--- config.mk ---
export PLATFORM = sky130hd
export DESIGN_NAME = filter_loader_flat
export DESIGN_NICKNAME = d
export VERILOG_FILES = /design/src/rtl/filter_pkg.sv /design/src/rtl/filter_loader_if.sv /design/src/rtl/filter_loader_row_counter.sv /design/src/rtl/filter_loader.sv /design/src/flat_wrapper.sv
export SDC_FILE = /design/constraint.sdc
export NUM_CORES = 1
export LEC_CHECK = 0
export ABC_AREA = 1
export BUFFER_PORTS_ARGS = -buffer_cell sky130_fd_sc_hd__buf_2
export CAP_MARGIN = 40
export CORE_MARGIN = 1.5
export CORE_UTILIZATION = 54
export CTS_CLUSTER_SIZE = 30
export DETAILED_ROUTE_END_ITERATION = 10
export PLACE_DENSITY = 0.84
export SKIP_CTS_REPAIR_TIMING = 1
export SLEW_MARGIN = 20
export SYNTH_ARGS = -nofsm -noshare
export SYNTH_HDL_FRONTEND = slang
export SYNTH_HIERARCHICAL = 1
export SYNTH_SLANG_ARGS = --single-unit
--- constraint.sdc ---
create_clock -name clk -period 2.9 [get_ports clk]
set_clock_uncertainty 0.2 [all_clocks]
set_input_delay 0.29 -clock clk [delete_from_list [all_inputs] [get_ports clk]]
set_output_delay 0.29 -clock clk [all_outputs]
set_load 0.01 [all_outputs]
--- src/rtl/filter_pkg.sv ---
// Shared definitions for the filter loader, its scratchpad and the filter consumer.
package filter_pkg;

  localparam int FILTER_WIDTH_DEF = 16;
  localparam int FILTER_ROW_DEF   = 12;

  typedef enum logic [1:0] {
    ST_IDLE  = 2'd0,
    ST_LOAD  = 2'd1,
    ST_DRAIN = 2'd2,
    ST_FULL  = 2'd3
  } state_e;

  // Requested word count clamped to the scratchpad depth.
  function automatic int sat_size(input int req, input int max_rows);
    return (req > max_rows) ? max_rows : req;
  endfunction

endpackage

--- src/rtl/filter_loader_if.sv ---
// Valid/ready word stream feeding the filter loader from upstream.
interface filter_loader_if
  import filter_pkg::*;
#(
  parameter int WIDTH = FILTER_WIDTH_DEF
) ();

  logic             in_valid;
  logic [WIDTH-1:0] in_data;
  logic             in_ready;

  modport master (output in_valid, output in_data, input in_ready);
  modport slave  (input in_valid, input in_data, output in_ready);

endinterface

--- src/rtl/filter_loader_row_counter.sv ---
// Row counter for the filter loader: synchronous clear, count enable and
// terminal-count flag against the latched load size.
module row_counter #(
  parameter int CW = 4
) (
  input  logic          clk,
  input  logic          rst,
  input  logic          clear,
  input  logic          enable,
  input  logic [CW-1:0] size,
  output logic [CW-1:0] count,
  output logic          terminal
);

  logic [CW-1:0] count_d, count_q;

  always_comb begin
    // NOTE: assign the default first so every path drives count_d and no latch is inferred.
    count_d = count_q;
    if (clear) begin
      count_d = '0;
    end else if (enable) begin
      count_d = count_q + CW'(1);
    end
  end

  always_ff @(posedge clk or negedge rst) begin
    // NOTE: state flops use non-blocking assignments so every flop samples pre-edge values.
    if (!rst) begin
      count_q <= '0;
    end else begin
      count_q <= count_d;
    end
  end

  assign count    = count_q;
  // Only meaningful while loading, where size is at least one.
  assign terminal = (count_q == size - CW'(1));

endmodule

--- src/rtl/filter_loader.sv ---
// Filter loader: accepts a start request with a word count, streams that many
// words into the scratchpad write port, then holds the filter until released.
module filter_loader
  import filter_pkg::*;
#(
  parameter int FILTER_WIDTH = FILTER_WIDTH_DEF,
  parameter int FILTER_ROW   = FILTER_ROW_DEF,
  localparam int SW          = $clog2(FILTER_ROW + 1),
  localparam int AW          = $clog2(FILTER_ROW)
) (
  input  logic                    clk,
  input  logic                    rst,
  input  logic                    start,
  input  logic [SW-1:0]           filter_size,
  filter_loader_if.slave          in_if,
  output logic [FILTER_WIDTH-1:0] spad_din,
  output logic [AW-1:0]           spad_waddr,
  output logic                    spad_wen,
  output logic                    spad_chip_en,
  // "release" is a reserved word, hence the prefix.
  input  logic                    filter_release,
  output logic                    busy,
  output logic                    done
);

  state_e                  state_d, state_q;
  logic [SW-1:0]           size_d, size_q;
  logic [SW-1:0]           size_eff;
  logic                    spad_wen_d, spad_wen_q;
  logic [AW-1:0]           spad_waddr_d, spad_waddr_q;
  logic [FILTER_WIDTH-1:0] spad_din_d, spad_din_q;

  logic          in_ready;
  logic          xfer;
  logic          accept_start;
  logic          cnt_clear;
  logic          terminal;
  logic [SW-1:0] count;

  assign size_eff = SW'(sat_size(int'(filter_size), FILTER_ROW));
  assign in_ready = (state_q == ST_LOAD);
  assign xfer     = in_if.in_valid && in_ready;

  row_counter #(
    .CW (SW)
  ) u_row_counter (
    .clk      (clk),
    .rst      (rst),
    .clear    (cnt_clear),
    .enable   (xfer),
    .size     (size_q),
    .count    (count),
    .terminal (terminal)
  );

  always_comb begin
    state_d      = state_q;
    size_d       = size_q;
    accept_start = 1'b0;
    cnt_clear    = 1'b0;

    case (state_q)
      ST_IDLE:  accept_start = start;
      ST_LOAD:  if (xfer && terminal) state_d = ST_DRAIN;
      ST_DRAIN: state_d = ST_FULL;
      ST_FULL: begin
        if (filter_release) begin
          if (start) accept_start = 1'b1;
          else       state_d      = ST_IDLE;
        end
      end
      default:  state_d = ST_IDLE;
    endcase

    // A zero-length filter skips LOAD but still passes through DRAIN.
    if (accept_start) begin
      size_d    = size_eff;
      cnt_clear = 1'b1;
      state_d   = (size_eff == '0) ? ST_DRAIN : ST_LOAD;
    end
  end

  always_comb begin
    spad_wen_d   = xfer;
    spad_waddr_d = spad_waddr_q;
    spad_din_d   = spad_din_q;
    if (xfer) begin
      spad_waddr_d = count[AW-1:0];
      spad_din_d   = in_if.in_data;
    end
  end

  always_ff @(posedge clk or negedge rst) begin
    // NOTE: the write-port data/address flops are reset as well, so the scratchpad never sees X after reset.
    if (!rst) begin
      state_q      <= ST_IDLE;
      size_q       <= '0;
      spad_wen_q   <= 1'b0;
      spad_waddr_q <= '0;
      spad_din_q   <= '0;
    end else begin
      state_q      <= state_d;
      size_q       <= size_d;
      spad_wen_q   <= spad_wen_d;
      spad_waddr_q <= spad_waddr_d;
      spad_din_q   <= spad_din_d;
    end
  end

  assign in_if.in_ready = in_ready;
  assign spad_wen       = spad_wen_q;
  assign spad_waddr     = spad_waddr_q;
  assign spad_din       = spad_din_q;
  assign busy           = (state_q == ST_LOAD) || (state_q == ST_DRAIN);
  assign spad_chip_en   = busy;
  assign done           = (state_q == ST_FULL);

endmodule

--- src/flat_wrapper.sv ---
// flat-port wrapper written by rule: the top's interface ports become plain ports
module filter_loader_flat import filter_pkg::*;
#(
  parameter int FILTER_WIDTH = FILTER_WIDTH_DEF,
  parameter int FILTER_ROW   = FILTER_ROW_DEF,
  localparam int SW          = $clog2(FILTER_ROW + 1),
  localparam int AW          = $clog2(FILTER_ROW)
)
  (clk, rst, start, filter_size, spad_din, spad_waddr, spad_wen, spad_chip_en, filter_release, busy, done, in_if_in_valid, in_if_in_data, in_if_in_ready);
  filter_loader_if #(.WIDTH((16))) in_if_i ();
  input  logic clk;
  input  logic rst;
  input  logic start;
  input  logic [SW-1:0] filter_size;
  output logic [FILTER_WIDTH-1:0] spad_din;
  output logic [AW-1:0] spad_waddr;
  output logic spad_wen;
  output logic spad_chip_en;
  input  logic filter_release;
  output logic busy;
  output logic done;
  input wire logic [$bits(in_if_i.in_valid)-1:0] in_if_in_valid;
  input wire logic [$bits(in_if_i.in_data)-1:0] in_if_in_data;
  output wire logic [$bits(in_if_i.in_ready)-1:0] in_if_in_ready;
  assign in_if_i.in_valid = in_if_in_valid;
  assign in_if_i.in_data = in_if_in_data;
  assign in_if_in_ready = in_if_i.in_ready;
  filter_loader #(.FILTER_WIDTH(FILTER_WIDTH), .FILTER_ROW(FILTER_ROW)) u_core (.clk(clk), .rst(rst), .start(start), .filter_size(filter_size), .in_if(in_if_i), .spad_din(spad_din), .spad_waddr(spad_waddr), .spad_wen(spad_wen), .spad_chip_en(spad_chip_en), .filter_release(filter_release), .busy(busy), .done(done));
endmodule
==> results of run 1 <==
## worst register-to-register path, stage by stage (launching register included)
cell and delay, ns:
dfrtp_1 0.42, inv_1 0.11, ha_1 0.21, nand2_1 0.06, buf_4 0.20, inv_1 0.28
buf_4 0.25, inv_1 0.09, a211oi_1 0.20
## cell families after synthesis
logic type | after synthesis | share of synthesized area (%)
compound gates | 14 | 5.68
fa+ha+maj | 7 | 5.60
flops | 31 | 49.6
buf+inv | 29 | 7.91
simple gates | 123 | 31.3
## cell type report
cell class	instances	area share [%]
Clock buffer	7	2.18
Timing Repair Buffer	70	21.8
Clock inverter	1	0.242
Inverter	23	4.18
Multi-Input combinational cell	144	32.2
Tap cell	31	1.88
Sequential cell	31	37.5
## layer usage
metal  vias up  track usage (%)  share of wire [%]  wire, um
met4         0             5.98                3.1       103
met1       636             25.4                 45      1520
met5         -                0                  0         0
met2        42             32.2                 47      1560
met3         9             7.60                5.0       166
li1        763                -                  -         -
## cell usage after synthesis (all sizes together)
library cell and number:
nand2 103, dfrtp 31, inv 22, nand3 10, nor2 10, o21ai 8, ha 7, buf 5
a21oi 4, a211oi 1, a31oi 1, clkbuf 1, clkinv 1
## registers in the layout, summed over array words and instances, names as in the netlist
name                        cells
u_core/spad_din                16
u_core/size_q                   4
u_core/spad_waddr               4
u_core/u_row_counter/count      4
u_core/state_q                  2
u_core/spad_wen                 1
## power by group
group	switching (mW)	total, mW	internal, mW
sequential	0.136	0.750	0.614
combinational	0.564	0.959	0.395
clock	0.139	0.233	0.0943
total	0.839	1.94	1.10
## how the worst min path moves through the flow
stage,to,slack [ns],cells past startpoint
finish,u_core/size_q[1]$_DFFE_PN0P_,0.02,3
global route,u_core/size_q[0]$_DFFE_PN0P_,0.02,3
CTS,u_core/u_row_counter/count[0]$_DFFE_PN0P_,-0.20,1
detailed placement,u_core/spad_din[6]$_DFFE_PN0N_,0.16,1
global placement,u_core/spad_din[4]$_DFFE_PN0N_,0.16,1
floorplan,u_core/size_q[0]$_DFFE_PN0P_,-0.21,0
==> insert_results.sql, run 1 <==
INSERT INTO impl_metrics (metric_group, metric, value, unit) VALUES
('setup_path', 'critPathBufInv', '5', ''),
('floorplan', 'num_rows', '19', ''),
('timing', 'fin_ws', '0.796', 'ns'),
('timing', 'timing_hold_violations_final', '0', ''),
('setup_path', 'crit_path_cell_trace', 'inv_1 -> ha_1 -> nand2_1 -> buf_4 -> inv_1 -> buf_4 -> inv_1 -> a211oi_1', ''),
('routing', 'route.final.wire_length', '3350', 'um'),
('setup_path', 'timing.critical_path.slowest_cell_delay', '0.42', 'ns'),
('setup_path', 'rr_endpoint', 'u_core/u_row_counter/count[1]$_DFFE_PN0P_', ''),
('setup_path', 'worst_path_dominant_cell_family', 'buffers and inverters', ''),
('floorplan', 'floorplan.die.width', '56.8', 'um'),
('timing', 'setup_tns', '0', 'ns'),
('logic_synthesis', 'netlist.area_leader.share', '49.6', '%'),
('clock_tree', 'cts_inserted_buffers', '5', ''),
('timing', 'finalMaxSlewViolations', '0', ''),
('logic_synthesis', 'syn_area_per_cell', '7.67', 'um2'),
('layout', 'drive_above_1_share', '25.7', '%'),
('timing', 'max_clock_freq', '475', 'MHz'),
('layout', 'num-nets-final', '307', ''),
('timing', 'slew_headroom', '56.1', '%'),
('floorplan', 'chipHeight', '56.8', 'um'),
('layout', 'most-common-layout-cells', 'nand2_1 (101), buf_2 (49), dfrtp_1 (31), dlygate4sd3_1 (19), inv_1 (14)', ''),
('layout', 'layout_utilization', '75.0', '%'),
('setup_path', 'required', '2.94', 'ns'),
('routing', 'num_vias', '1450', ''),
('place', 'placement.cell_area', '1830', 'um2'),
('pwr', 'irDropWorstVdd', '0.820', 'mV'),
('grt', 'grt_antenna_before_repair', '0', ''),
('setup_path', 'startpoint', 'u_core/state_q[1]$_DFFE_PN0P_', ''),
('setup_path', 'cp.depth', '8', ''),
('grt', 'grt_util_overall', '20.1', '%'),
('timing', 'worstMarginPinSlew', '0.658', 'ns'),
('setup_path', 'critical_path.endpoint_type', 'flop', ''),
('pwr', 'finalPower', '1.94', 'mW'),
('place', 'port-buffer-count', '49', ''),
('worst_hold_path', 'hp-start', 'filter_size[1]', ''),
('setup_path', 'arrival', '2.14', 'ns'),
('status', 'outcome', 'complete, no violations', ''),
('grt', 'wire_length_of_the_first_global_routing_pass', '4980', 'um'),
('clock_tree', 'tritoncts_num_sinks', '31', ''),
('flow_run', 'drv_cap', '0', ''),
('pwr', 'power_per_cell_area', '940', 'nW/um2'),
('logic_synthesis', 'synth.ff_latch_count', '31', ''),
('logic_synthesis', 'synth_top_area_cells', 'dfrtp_1 (50%), nand2_1 (24%), ha_1 (5.6%), inv_1 (3.4%), nand3_1 (3.2%)', ''),
('clock_tree', 'clock_tree_from_tritoncts', 'yes', ''),
('routing', 'vias_per_cell', '4.72', ''),
('clock_tree', 'cts-root-buf', 'clkbuf_4', ''),
('setup_path', 'worst_setup_path_start_kind', 'flop', ''),
('grt', 'overflow', '0', ''),
('logic_synthesis', 'synth_fp_nets', '236', ''),
('setup_path', 'worstSetupPathType', 'reg2reg', ''),
('timing', 'unrepaired_setup_endpoints_after_global_routing', 'no', ''),
('place', 'dp.final_hpwl', '2150', 'um'),
('floorplan', 'floorplan.core_area', '2760', 'um2'),
('timing', 'finalCriticalPeriod', '2.10', 'ns'),
('grt', 'first_global_vias', '1239', ''),
('routing', 'route.detailed.drc', '0', ''),
('clock_tree', 'clock_path_buffers', '2', ''),
('logic_synthesis', 'synthCells', '204', ''),
('floorplan', 'die_area', '3230', 'um2'),
('timing', 'layout_worst_path_cycle_share', '72.6', '%'),
('logic_synthesis', 'ys_warn_count', '6', ''),
('setup_path', 'critical_path.reg2reg.startpoint', 'u_core/state_q[1]$_DFFE_PN0P_', ''),
('logic_synthesis', 'netlist_area', '1570', 'um2'),
('logic_synthesis', 'cell_type_with_the_highest_aggregate_area_in_the_netlist', 'dfrtp_1', ''),
('layout', 'multi_input_comb_area', '666', 'um2'),
('setup_path', 'timing.critical_path.to', 'u_core/u_row_counter/count[1]$_DFFE_PN0P_', ''),
('worst_hold_path', 'hold_path_class', 'in2reg', ''),
('clock_tree', 'h-tree-depth', '2', ''),
('timing', 'final-setup-viol-count', '0', ''),
('place', 'gp_congestion', '0.818', ''),
('layout', 'non_filler_instance_count_after_layout', '307', '');
(Power assumes the default switching activity.)
==> run 2: changes to the inputs <==
Settings changed: CORE_UTILIZATION 54 to 50, PLACE_DENSITY 0.84 to 0.79.
Clock period 2.9 ns to 2.2 ns, I/O delays scaled along.
==> run 2 against run 1 <==
  * Cell count increased by 1.3%
  * Sequential power increased by 31%
  * Critical endpoint is now u_core/state_q[1]$_DFFE_PN0P_
  * Clock power increased by 34%
  * Hold slack improved by 0.10 ns
  * Maximum frequency increased by 8.3%
  * Count of clock-buffer cells in the layout unchanged
  * Highest routed layer unchanged
  * Critical path depth increased by 5
  * Sequential cell count unchanged
==> insert_results.sql, run 2 (synthesis results as in run 1) <==
INSERT INTO impl_metrics (metric_group, metric, value, unit) VALUES
('timing', 'slew_headroom', '56.7', '%'),
('floorplan', 'io_pins', '50', ''),
('clock_tree', 'cts.reportedPaths.clkPinSlew', '0.09', 'ns'),
('layout', 'most-common-layout-cells', 'nand2_1 (101), buf_2 (49), dfrtp_1 (31), dlygate4sd3_1 (21), inv_1 (14)', ''),
('place', 'gp_congestion', '0.799', ''),
('clock_tree', 'cts-root-buf', 'clkbuf_4', ''),
('timing', 'setup_tns', '0', 'ns'),
('pwr', 'p_leak', '1.22', 'nW'),
('timing', 'finalCriticalPeriod', '1.94', 'ns'),
('grt', 'first_global_vias', '1220', ''),
('setup_path', 'critical_path.reg2reg.startpoint', 'u_core/size_q[0]$_DFFE_PN0P_', ''),
('status', 'outcome', 'complete, no violations', ''),
('worst_hold_path', 'hold_path_class', 'in2reg', ''),
('grt', 'grt_antenna_before_repair', '0', ''),
('setup_path', 'rr_endpoint', 'u_core/state_q[1]$_DFFE_PN0P_', ''),
('setup_path', 'cp.depth', '13', ''),
('grt', 'grt_use_met1', '20.9', '%'),
('setup_path', 'timing.critical_path.to', 'u_core/state_q[1]$_DFFE_PN0P_', ''),
('grt', 'grt_start_max_net_pins', '32', ''),
('clock_tree', 'h-tree-depth', '2', ''),
('grt', 'overflow', '0', ''),
('pwr', 'power_per_cell_area', '1220', 'nW/um2'),
('timing', 'worstMarginPinSlew', '0.649', 'ns'),
('routing', 'dr.first_iter.drc_count', '60', ''),
('place', 'port-buffer-count', '49', ''),
('setup_path', 'arrival', '2.02', 'ns'),
('setup_path', 'slack_of_the_worst_reg_to_reg_path', '0.26', 'ns'),
('floorplan', 'num_rows', '20', ''),
('timing', 'unrepaired_setup_endpoints_after_global_routing', 'no', ''),
('grt', 'met2_use_gr', '33.5', '%'),
('routing', 'route.final.wire_length', '3310', 'um'),
('layout', 'layout.cells.most_common', 'nand2_1', ''),
('setup_path', 'required', '2.28', 'ns'),
('clock_tree', 'clock_path_buffers', '2', ''),
('setup_path', 'critical_path.endpoint_type', 'flop', ''),
('routing', 'drt-wirelength-per-cell', '10.7', 'um'),
('layout', 'antenna_cells', '0', ''),
('timing', 'timing_hold_violations_final', '0', ''),
('floorplan', 'floorplan.core_area', '3000', 'um2'),
('setup_path', 'timing.critical_path.fanout_max', '4', ''),
('setup_path', 'worstSetupPathType', 'reg2reg', ''),
('routing', 'drt_pass1_iterations', '4', ''),
('flow_run', 'drv_cap', '0', ''),
('setup_path', 'crit_path_cell_trace', 'inv_2 -> ha_1 -> nand2_1 -> nand2_1 -> nor2_1 -> nand3_1 -> nor2_2 -> nand3_1 -> nand2_1 -> inv_1 -> a21oi_4 -> nand3_1 -> nand2_1', ''),
('timing', 'finalMaxSlewViolations', '0', ''),
('clock_tree', 'clock_insertion_delay_worst_skew', '0.33', 'ns'),
('layout', 'growth_of_design_area_from_synthesis_to_finish', '33.5', '%'),
('floorplan', 'die_area', '3480', 'um2'),
('setup_path', 'worst_path_max_delay_cell', 'dfrtp_1', ''),
('routing', 'vias_per_cell', '4.84', ''),
('clock_tree', 'cts_inserted_buffers', '5', ''),
('setup_path', 'timing.critical_path.slowest_cell_delay', '0.42', 'ns'),
('clock_tree', 'tritoncts_num_sinks', '31', ''),
('grt', 'wire_length_of_the_first_global_routing_pass', '4910', 'um'),
('timing', 'max_clock_freq', '515', 'MHz'),
('timing', 'layout_worst_path_cycle_share', '88.3', '%'),
('grt', 'met3_usage', '6.59', '%'),
('grt', 'grt.busiest_layer', 'met2', ''),
('routing', 'route.detailed.drc', '0', ''),
('layout', 'layout_utilization', '69.6', '%'),
('layout', 'drive_above_1_share', '25.5', '%'),
('routing', 'antenna_left', '0', ''),
('setup_path', 'crit_path_frequent_cell', 'nand2_1', ''),
('setup_path', 'startpoint', 'u_core/size_q[0]$_DFFE_PN0P_', ''),
('layout', 'largest_reg_flops', '16', ''),
('floorplan', 'floorplan.initialDensity', '52.1', '%'),
('floorplan', 'floorplan.die.width', '59.0', 'um'),
('grt', 'grt_util_overall', '19.5', '%'),
('floorplan', 'chipHeight', '59.0', 'um'),
('clock_tree', 'clock_tree_from_tritoncts', 'yes', ''),
('setup_path', 'worst_path_dominant_cell_family', 'simple AND/OR/NAND/NOR gates', ''),
('routing', 'num_vias', '1506', ''),
('pwr', 'irDropWorstVdd', '0.618', 'mV'),
('setup_path', 'rr_worst_depth', '13', ''),
('setup_path', 'worst_setup_path_start_kind', 'flop', ''),
('timing', 'final-setup-viol-count', '0', ''),
('setup_path', 'critPathBufInv', '2', ''),
('layout', 'num-nets-final', '309', ''),
('place', 'dp.final_hpwl', '2280', 'um');
==> run 2: cell count changes in the layout (fill, tap and decap cells not counted), sizes merged <==
cell,change
dlygate4sd3,+2
==> run 2: report_power, final <==
part | switching (mW) | internal (mW) | leakage (nW)
sequential | 0.176 | 0.809 | 0.396
combinational | 0.742 | 0.520 | 0.795
clock | 0.187 | 0.124 | 0.0293
total | 1.11 | 1.45 | 1.22
==> run 2: worst reg2reg max path, stage by stage, from the launching register on <==
cell and delay (ns):
dfrtp_1 0.42, inv_2 0.07, ha_1 0.31, nand2_1 0.07
nand2_1 0.05, nor2_1 0.08, nand3_1 0.10, nor2_2 0.09
nand3_1 0.07, nand2_1 0.10, inv_1 0.07, a21oi_4 0.11
nand3_1 0.08, nand2_1 0.07
==> run 2: metrics by stage <==
| step | hold slack, ns | setup slack, ns | power, mW | instance area (um2) | instances |
|---|---|---|---|---|---|
| 2_1_floorplan | -0.276 | 0.438 | 1.86 | 1570 | 204 |
| 4_1_cts | -0.287 | 0.276 | 2.54 | 1880 | 290 |
| 3_3_place_gp | 0.0835 | 0.318 | 2.18 | 1830 | 282 |
| 3_5_place_dp | 0.0778 | 0.302 | 2.23 | 1830 | 282 |
| 5_1_grt | 0.171 | 0.102 | 2.80 | 2090 | 311 |
| 6_report | 0.123 | 0.257 | 2.56 | 2090 | 311 |
==> run 2: metal layers <==
| layer | share of wire [%] | up-vias |
|---|---|---|
| met5 | 0 | - |
| met3 | 5.6 | 5 |
| li1 | - | 770 |
| met1 | 44 | 690 |
| met4 | 2.2 | 0 |
| met2 | 49 | 41 |
==> run 2: layout make-up <==
| type | instances | area, um2 |
|---|---|---|
| Fill cell | 236 | 913 |
| Timing Repair Buffer | 72 | 470 |
| Multi-Input combinational cell | 144 | 666 |
| Clock buffer | 7 | 45.0 |
| Sequential cell | 31 | 776 |
| Clock inverter | 1 | 5.00 |
| Inverter | 23 | 86.3 |
| Tap cell | 33 | 41.3 |
==> run 2: how the worst min path moves through the flow <==
stage | startpoint | to | slack [ns] | cells after the start
final | in_if_in_valid | u_core/spad_waddr[3]$_DFFE_PN0N_ | 0.12 | 5
after global routing | in_if_in_valid | u_core/spad_waddr[3]$_DFFE_PN0N_ | 0.17 | 5
after CTS | rst | u_core/spad_waddr[0]$_DFFE_PN0N_ | -0.29 | 1
after detailed placement | rst | u_core/spad_din[8]$_DFFE_PN0N_ | 0.08 | 1
after global placement | rst | u_core/spad_din[4]$_DFFE_PN0N_ | 0.08 | 1
after floorplan | rst | u_core/size_q[0]$_DFFE_PN0P_ | -0.28 | 0
==> run 3: changes to the inputs <==
Settings changed: PLACE_DENSITY 0.79 to 0.81.
==> run 3 against run 2 <==
  * Clock power down 4%
  * Die area unchanged
  * First-iteration DRC count decreased by 23%
  * Count of clock-buffer cells in the layout unchanged
  * Non-clock buffer count rose by 1
  * Sequential cell count did not move
  * Power barely moved
  * Critical path depth is 1 higher
  * Wire length up 5.2%
  * Final area rose by 0.36%
  * Maximum frequency is 0.31% higher
  * Largest power group unchanged
  * Largest cell class unchanged
==> insert_results.sql, run 3 (synthesis results as in run 1) <==
INSERT INTO impl_metrics (metric_group, metric, value, unit) VALUES
('setup_path', 'rr_endpoint', 'u_core/state_q[0]$_DFFE_PN0P_', ''),
('timing', 'timing_hold_violations_final', '0', ''),
('timing', 'finalCriticalPeriod', '1.94', 'ns'),
('worst_hold_path', 'holdPathStages', '5', ''),
('setup_path', 'slack_of_the_worst_reg_to_reg_path', '0.26', 'ns'),
('layout', 'layout.filler_cells', '244', ''),
('timing', 'worstMarginPinSlew', '0.643', 'ns'),
('floorplan', 'floorplan.initialDensity', '52.1', '%'),
('grt', 'overflow', '0', ''),
('setup_path', 'rr_worst_depth', '14', ''),
('place', 'port-buffer-count', '49', ''),
('floorplan', 'num_rows', '20', ''),
('routing', 'highest_layer', 'met4', ''),
('place', 'place_worst_setup_slack', '0.292', 'ns'),
('routing', 'dr.first_iter.drc_count', '46', ''),
('setup_path', 'crit_path_cell_trace', 'inv_2 -> ha_1 -> inv_1 -> nand2_1 -> nand2_1 -> nor2_1 -> nand3_1 -> nor2_2 -> nand3_1 -> nand2_1 -> inv_1 -> a21oi_4 -> nand3_1 -> nand2_1', ''),
('floorplan', 'chipHeight', '59.0', 'um'),
('clock_tree', 'clock_path_buffers', '2', ''),
('layout', 'register_area', '776', 'um2'),
('setup_path', 'worst_path_max_delay_cell', 'dfrtp_1', ''),
('routing', 'antenna_left', '0', ''),
('timing', 'finalMaxSlewViolations', '0', ''),
('floorplan', 'floorplan.core_area', '3000', 'um2'),
('timing', 'unrepaired_setup_endpoints_after_global_routing', 'no', ''),
('setup_path', 'crit_path_frequent_cell', 'nand2_1', ''),
('status', 'outcome', 'complete, no violations', ''),
('layout', 'most-common-layout-cells', 'nand2_1 (101), buf_2 (49), dfrtp_1 (31), dlygate4sd3_1 (21), inv_1 (14)', ''),
('layout', 'layout.cells.most_common', 'nand2_1', ''),
('routing', 'num_vias', '1465', ''),
('floorplan', 'floorplan.die.width', '59.0', 'um'),
('setup_path', 'worstSetupPathType', 'reg2reg', ''),
('routing', 'drt-wirelength-per-cell', '11.2', 'um'),
('layout', 'antenna_cells', '0', ''),
('setup_path', 'timing.critical_path.slowest_cell_delay', '0.42', 'ns'),
('grt', 'wire_length_of_the_first_global_routing_pass', '4890', 'um'),
('routing', 'vias_per_cell', '4.70', ''),
('setup_path', 'critical_path.endpoint_type', 'flop', ''),
('pwr', 'power_per_cell_area', '1220', 'nW/um2'),
('timing', 'max_clock_freq', '516', 'MHz'),
('place', 'gp_congestion', '0.822', ''),
('routing', 'drt_pass1_iterations', '4', ''),
('pwr', 'finalPower', '2.56', 'mW'),
('routing', 'route.met3.wl', '155', 'um'),
('pwr', 'irDropWorstVdd', '0.566', 'mV'),
('place', 'dp.final_hpwl', '2260', 'um'),
('routing', 'route.detailed.drc', '0', ''),
('setup_path', 'worst_setup_path_start_kind', 'flop', ''),
('timing', 'setup_tns', '0', 'ns'),
('setup_path', 'required', '2.27', 'ns'),
('worst_hold_path', 'hp-start', 'in_if_in_valid', ''),
('clock_tree', 'h-tree-depth', '2', ''),
('routing', 'met1Wirelength', '1460', 'um'),
('floorplan', 'die_area', '3480', 'um2'),
('clock_tree', 'cts-root-buf', 'clkbuf_4', ''),
('layout', 'num-nets-final', '310', ''),
('floorplan', 'io_pins', '50', ''),
('layout', 'drive_above_1_share', '25.8', '%'),
('layout', 'multi_input_comb_area', '666', 'um2'),
('setup_path', 'arrival', '2.01', 'ns'),
('timing', 'final-setup-viol-count', '0', ''),
('grt', 'grt_antenna_before_repair', '0', ''),
('timing', 'slew_headroom', '57.1', '%'),
('setup_path', 'timing.critical_path.fanout_max', '4', ''),
('flow_run', 'drv_cap', '0', ''),
('layout', 'growth_of_design_area_from_synthesis_to_finish', '34.0', '%'),
('routing', 'detailroute.wirelength.met2', '1830', 'um'),
('setup_path', 'critical_path.reg2reg.startpoint', 'u_core/size_q[0]$_DFFE_PN0P_', ''),
('grt', 'grt_start_max_net_pins', '32', ''),
('grt', 'first_global_vias', '1190', ''),
('timing', 'layout_worst_path_cycle_share', '88.1', '%'),
('clock_tree', 'tritoncts_num_sinks', '31', ''),
('worst_hold_path', 'min_delay_worst_endpoint', 'u_core/spad_din[5]$_DFFE_PN0N_', ''),
('clock_tree', 'cts.reportedPaths.clkPinSlew', '0.10', 'ns'),
('pwr', 'p_leak', '1.23', 'nW'),
('clock_tree', 'clock_insertion_delay_worst_skew', '0.32', 'ns'),
('worst_hold_path', 'hold_path_class', 'in2reg', ''),
('clock_tree', 'cts_inserted_buffers', '5', ''),
('timing', 'fin_ws', '0.263', 'ns'),
('routing', 'route.final.wire_length', '3490', 'um'),
('grt', 'grt_util_overall', '18.8', '%'),
('layout', 'largest_reg_flops', '16', ''),
('clock_tree', 'clock_tree_from_tritoncts', 'yes', '');
run 3: cell types whose count changed in the layout (fill, tap and decap cells not counted), sizes merged:
cell	before	now
buf	51	52
run 3: cell type report:
type | instances | share of cell area, %
Timing Repair Buffer | 73 | 22.8
Tap cell | 33 | 1.97
Clock buffer | 7 | 2.15
Clock inverter | 1 | 0.239
Sequential cell | 31 | 37.0
Multi-Input combinational cell | 144 | 31.7
Inverter | 23 | 4.12
run 3: worst max-delay path: cells and delay by family, from the launching register on:
family	cells	cell delay [ns]
AOI/OAI and AO/OA	1	0.11
and+or+nand+nor	9	0.65
adders and majority gates	1	0.31
buffers and inverters	3	0.20
DFF	1	0.42
run 3: power by group:
part / switching (mW) / total (mW) / internal [mW]
clock: 0.176 / 0.300 / 0.124
sequential: 0.172 / 0.982 / 0.809
combinational: 0.751 / 1.28 / 0.526
total: 1.10 / 2.56 / 1.46
run 3: worst max-delay path by stage:
stage	start	end	slack, ns
after floorplan	u_core/state_q[1]$_DFFE_PN0P_	u_core/u_row_counter/count[3]$_DFFE_PN0P_	0.44
after global placement	u_core/size_q[0]$_DFFE_PN0P_	u_core/state_q[1]$_DFFE_PN0P_	0.33
after detailed placement	u_core/size_q[0]$_DFFE_PN0P_	u_core/state_q[0]$_DFFE_PN0P_	0.29
after CTS	u_core/size_q[0]$_DFFE_PN0P_	u_core/state_q[0]$_DFFE_PN0P_	0.26
after global routing	u_core/size_q[0]$_DFFE_PN0P_	u_core/state_q[0]$_DFFE_PN0P_	0.1
final	u_core/size_q[0]$_DFFE_PN0P_	u_core/state_q[0]$_DFFE_PN0P_	0.26
run 3: per-layer routing:
metal	GRT usage, %	vias to the layer above
met4	7.79	0
met5	0	-
met1	22.8	650
met2	31.6	42
met3	4.84	6
li1	-	767
run 3: per-stage QoR:
stage / std cells / utilization, % / cell area, um2 / hold WS [ns]
floorplan: 204 / - / 1570 / -0.276
global placement: 283 / 61.2 / 1840 / 0.0893
detailed placement: 283 / 61.2 / 1840 / 0.0851
CTS: 291 / 62.8 / 1890 / -0.268
global route: 312 / 69.8 / 2100 / 0.164
finish: 312 / 69.8 / 2100 / 0.148
